$ cat src/rtl/spi_host_ctrl.sv
// SPI host: serializes an address byte plus cmd_len data bytes MSB first on mosi, gates the peripheral clock, then idles the clock for GAP_CYCLES.
// Latency: first address bit on mosi one cycle after acceptance; cmd_ready returns 8*(len+1)+GAP_CYCLES+1 cycles after acceptance.
// Backpressure: the serial clock never stalls; missing wr_data sends 0x00 and sets err_underflow. Build option: SPI_HOST_READBACK_EN enables miso capture.
module spi_host_ctrl #(
    parameter int GAP_CYCLES = 16,
    parameter int MAX_LEN    = 63
) (
    input  logic                           sclk,
    input  logic                           rstn,
    input  logic                           cmd_valid,
    output logic                           cmd_ready,
    input  logic [7:0]                     cmd_addr,
    input  logic [$clog2(MAX_LEN+1)-1:0]   cmd_len,
    input  logic [7:0]                     wr_data,
    input  logic                           wr_valid,
    output logic                           wr_ready,
    output logic                           mosi,
    input  logic                           miso,
    output logic                           sclk_gate_en,
    output logic [7:0]                     rd_data,
    output logic                           rd_valid,
    output logic                           busy,
    output logic                           err_underflow
);

    localparam int LEN_W = $clog2(MAX_LEN + 1);

    typedef enum logic [1:0] {
        IDLE = 2'd0,
        ADDR = 2'd1,
        DATA = 2'd2,
        GAP  = 2'd3
    } state_t;

    state_t            state;
    state_t            state_nxt;
    logic [2:0]        bit_cnt;
    logic [LEN_W-1:0]  byte_cnt;
    logic [7:0]        shift;
    logic [7:0]        gap_cnt;
    logic              shifting;
    logic              last_bit;

    assign shifting = (state == ADDR) || (state == DATA);
    assign last_bit = shifting && (bit_cnt == 3'd0);

    // The bit on the wire is always the top of the shift register, so it is
    // a flop output and drops to 0 with the asynchronous reset.
    assign mosi = shift[7];

    // State register
    always_ff @(posedge sclk or negedge rstn) begin
        if (!rstn) begin
            state <= IDLE;
        end else begin
            state <= state_nxt;
        end
    end

    // Next-state: one byte per 8 cycles, then a fixed clock-stopped gap
    always_comb begin
        state_nxt = state;
        case (state)
            IDLE: if (cmd_valid) state_nxt = ADDR;
            ADDR,
            DATA: if (bit_cnt == 3'd0) state_nxt = (byte_cnt != '0) ? DATA : GAP;
            GAP:  if (gap_cnt == 8'd0) state_nxt = IDLE;
            default: state_nxt = IDLE;
        endcase
    end

    // Outputs decoded from the current state
    always_comb begin
        cmd_ready = (state == IDLE);
        busy      = (state != IDLE);
        wr_ready  = last_bit && (byte_cnt != '0);
    end

    // Shift register, counters, clock gate and sticky underflow flag
    always_ff @(posedge sclk or negedge rstn) begin
        if (!rstn) begin
            shift         <= 8'h00;
            bit_cnt       <= 3'd0;
            byte_cnt      <= '0;
            gap_cnt       <= 8'd0;
            sclk_gate_en  <= 1'b0;
            err_underflow <= 1'b0;
        end else begin
            sclk_gate_en <= (state_nxt == ADDR) || (state_nxt == DATA);
            case (state)
                IDLE: begin
                    if (cmd_valid) begin
                        shift         <= cmd_addr;
                        byte_cnt      <= cmd_len;
                        bit_cnt       <= 3'd7;
                        err_underflow <= 1'b0;
                    end
                end
                ADDR,
                DATA: begin
                    // Wraps 0 -> 7 at the byte boundary
                    bit_cnt <= bit_cnt - 3'd1;
                    gap_cnt <= 8'(GAP_CYCLES - 1);
                    if (wr_ready) begin
                        // Keep clocking even without data: a stopped clock
                        // would look like end-of-message to the peripheral.
                        shift    <= wr_valid ? wr_data : 8'h00;
                        byte_cnt <= byte_cnt - 1'b1;
                        if (!wr_valid) begin
                            err_underflow <= 1'b1;
                        end
                    end else begin
                        shift <= {shift[6:0], 1'b0};
                    end
                end
                GAP: begin
                    gap_cnt <= gap_cnt - 8'd1;
                end
                default: begin
                    shift <= 8'h00;
                end
            endcase
        end
    end

`ifdef SPI_HOST_READBACK_EN
    logic [7:0] cap;

    // Capture miso during data bytes only; publish each completed byte
    always_ff @(posedge sclk or negedge rstn) begin
        if (!rstn) begin
            cap      <= 8'h00;
            rd_data  <= 8'h00;
            rd_valid <= 1'b0;
        end else begin
            rd_valid <= 1'b0;
            if (state == DATA) begin
                cap <= {cap[6:0], miso};
                if (bit_cnt == 3'd0) begin
                    rd_data  <= {cap[6:0], miso};
                    rd_valid <= 1'b1;
                end
            end
        end
    end
`else
    logic unused_miso;

    assign unused_miso = miso;
    assign rd_data     = 8'h00;
    assign rd_valid    = 1'b0;
`endif

endmodule

$ cat config.mk
export PLATFORM = sky130hd
export DESIGN_NAME = spi_host_ctrl
export DESIGN_NICKNAME = d
export VERILOG_FILES = /design/src/rtl/spi_host_ctrl.sv
export SDC_FILE = /design/constraint.sdc
export NUM_CORES = 1
export LEC_CHECK = 0
export CAP_MARGIN = 0
export CORE_ASPECT_RATIO = 0.8
export CORE_MARGIN = 2
export CORE_UTILIZATION = 45
export CTS_CLUSTER_DIAMETER = 50
export CTS_CLUSTER_SIZE = 28
export DETAILED_ROUTE_END_ITERATION = 10
export PLACE_DENSITY = 0.73
export SYNTH_ARGS = -nofsm -noshare
export SYNTH_HDL_FRONTEND = slang
export SYNTH_SLANG_ARGS = --single-unit
$ cat constraint.sdc
create_clock -name sclk -period 2.9 [get_ports sclk]
set_input_delay 0.29 -clock sclk [delete_from_list [all_inputs] [get_ports sclk]]
set_output_delay 0.29 -clock sclk [all_outputs]
set_load 0.005 [all_outputs]
==> flow_summary.ini <==
[logic_synthesis]
ys_top_cells_by_area = dfrtp_1, ha_1, nor2_1
synth-seq-cells = 29
synth_area_per_cell_um2 = 8.83
synth_flop_cell = dfrtp_1
synthArstFlopShare_pct = 100
seq_area_frac_synth_pct = 40.1
synth.distinct_cells = 47
synth_area_leader_cell = dfrtp_1
synth_area_um2 = 1810
synth_top_area_share_pct = 40.1
yosysMostFrequentCell = dfrtp_1
syn-instance-count = 205
synth-warning-count = 0
synth_edf_count = 0
synth.cells.most_frequent = dfrtp_1, nor2_1, nand2_1

[clock_network]
clk_latency_ns = 0.28
cts_max_level = 2
cts_hold_buffers = 0
post_cts_buffers = 0
path_clk_slew_ns = 0.06
cts_buffers = 5
cts_tree = built
clock_sinks = 29
max-clock-path-buffers = 2
ctsRootBufferMaster = clkbuf_8
cts-resized-gates = 0

[timing]
setup_viol = 0
maxClockFrequency_mhz = 382
clock_skew_ns = 0.00912
hold-worst-slack_ns = 0.394
worstMarginPinSlew_ns = 0.667
rsz0062_at_grt = false
drv_slew = 0
fin_crit_sh_pct = 90.3
hold_viol_final = 0
slew_headroom_pct = 55.5
post-route-min-period_ns = 2.62
setup_tns_ns = 0

[worst_setup_path]
crit_path_cell_trace = inv_1 > ha_1 > clkinv_1 > nor2_1 > clkdlybuf4s50_1
r2r_cells = 6
end_kind = output pin
reg2reg_to = byte_cnt[4]
rrSetupSlack_ns = 0.59
start_kind = flop
required_ns = 2.61
worstPathMaxFanout = 12
path_class = reg -> out
worst_ep_arrival_time_ns = 2.33
worstReg2RegStart = state[1]
max_stage_delay_ns = 0.51
crit_slowest_cell = clkdlybuf4s50_1

[power_and_ir_drop]
peakVddDrop_uv = 484
p_sw_uw = 779
swShare_pct = 38.5
seq_power_share_pct = 32.3
total_leakage_power_nw = 0.961
power_frac_comb_pct = 46.4
p_per_area_nw_per_um2 = 898
clock_power_share_pct = 21.3
p_int_mw = 1.25

[placement]
portBuffers = 31
place_congestion = 0.782
dp_cells = 285
dp_hpwl_um = 2790

[die]
die_area_um2 = 4550
boundaryPins = 42
rows = 20
core_region_area_um2 = 3830
die_y_um = 60.7
die_w_um = 74.9
start_util_pct = 47.3

[global_routing]
overflow = 0
grt_pass1_vias = 1471
grt_pass1_wl_um = 6620
track_usage_pct = 19.3
antenna_found_initial = 0
grt_max_degree = 30

[run]
drv_cap = 0

[route]
drtAntennaViolNets = 0
totalWireLength_um = 3920
post_drt_wl_per_cell_um = 13.4
drt_iter0_markers = 125
drc_errors = 0
vias_per_cell = 5.34
num_vias = 1566
drt_first_pass_iters = 5

[final_layout]
final_layout_size_suffix_gt1_share_pct = 9.24
layout.nets = 271
insertedDiodeCount = 0
syn_to_final_growth_pct = 24.5
fin_cells = 293

[hold_path]
hold_class = in -> async

[run_status]
status = complete, no violations
-- worst max-delay path: cells and delay by family (launching register included) --
| family | cells | cell delay [ns] |
|---|---|---|
| buffers and inverters | 3 | 0.92 |
| adders and majority gates | 1 | 0.50 |
| DFF | 1 | 0.42 |
| and+or+nand+nor | 1 | 0.21 |
-- registers in the layout, summed over array words and instances, names as in the netlist --
name and count:
gap_cnt 8, shift 8, byte_cnt 6, bit_cnt 3
state 2, err_underflow 1, sclk_gate_en 1
-- cells by family (layout without fill, tap and decap cells) --
kind of cell / Yosys count / after routing / synth area share, %
compound gates: 55 / 55 / 19.9
xor+xnor: 4 / 4 / 1.94
buf+inv: 30 / 55 / 8.64
simple gates: 72 / 72 / 19.6
flops: 29 / 29 / 40.1
fa+ha+maj: 7 / 7 / 4.84
mux: 7 / 7 / 4.84
other cells: 1 / 9 / 0.207
-- power by group through the flow --
stage | Sequential (mW) | Clock [mW] | Combinational (mW)
final | 0.654 | 0.432 | 0.939
after global placement | 0.656 | 0 | 0.914
after floorplan | 0.636 | 0 | 0.705
after detailed placement | 0.660 | 0 | 0.940
after global routing | 0.674 | 0.462 | 1.06
after CTS | 0.655 | 0.442 | 0.945
-- metal layers --
metal	vias up	GRT usage, %	part of all wire [%]
li1	770	-	-
met1	745	27.5	47
met2	47	29.6	46
met3	4	4.82	6.1
met4	0	4.85	0.74
met5	-	0	0
-- worst max-delay path by stage --
stage               startpoint          end  slack, ns  depth (start not counted)
floorplan             state[1]  byte_cnt[4]       1.09                          7
global placement      state[0]     wr_ready       0.65                          5
detailed placement    state[0]     wr_ready       0.61                          5
CTS                   state[0]     wr_ready       0.28                          5
global route          state[1]     wr_ready       0.09                          5
finish                state[0]     wr_ready       0.28                          5
-- area by class of cell --
type / instances / area [um2]
repair buffers: 35 / 340
fillers: 351 / 1570
inverters: 12 / 45.0
clock buffers: 7 / 86.3
multi-input cells: 154 / 958
flip-flops and latches: 29 / 726
well taps: 55 / 68.8
clock inverters: 1 / 30.0
-- cells in the final DEF, fill, tap and decap left out, types with 6 or more instances in the layout --
cell | synthesis | layout
clkdlybuf4s50_1 | 0 | 31
dfrtp_1 | 29 | 29
nor2_1 | 21 | 21
nand2_1 | 17 | 17
a21oi_1 | 14 | 14
inv_1 | 11 | 11
o21ai_0 | 10 | 10
a31oi_1 | 10 | 10
conb_1 | 1 | 9
nand3_1 | 8 | 8
ha_1 | 7 | 7
nand2b_1 | 6 | 6
nor3_1 | 6 | 6
clkbuf_8 | 0 | 6
-- metrics by stage --
| step | instance area, um2 | utilization [%] | worst slack (ns) | power (mW) |
|---|---|---|---|---|
| floorplan | 1840 | - | 1.09 | 1.34 |
| global placement | 2140 | 55.8 | 0.645 | 1.57 |
| detailed placement | 2140 | 55.8 | 0.608 | 1.60 |
| CTS | 2250 | 58.9 | 0.282 | 2.04 |
| global route | 2250 | 58.9 | 0.0913 | 2.20 |
| finish | 2250 | 58.9 | 0.282 | 2.03 |
Power figures use the tool's default switching activity.
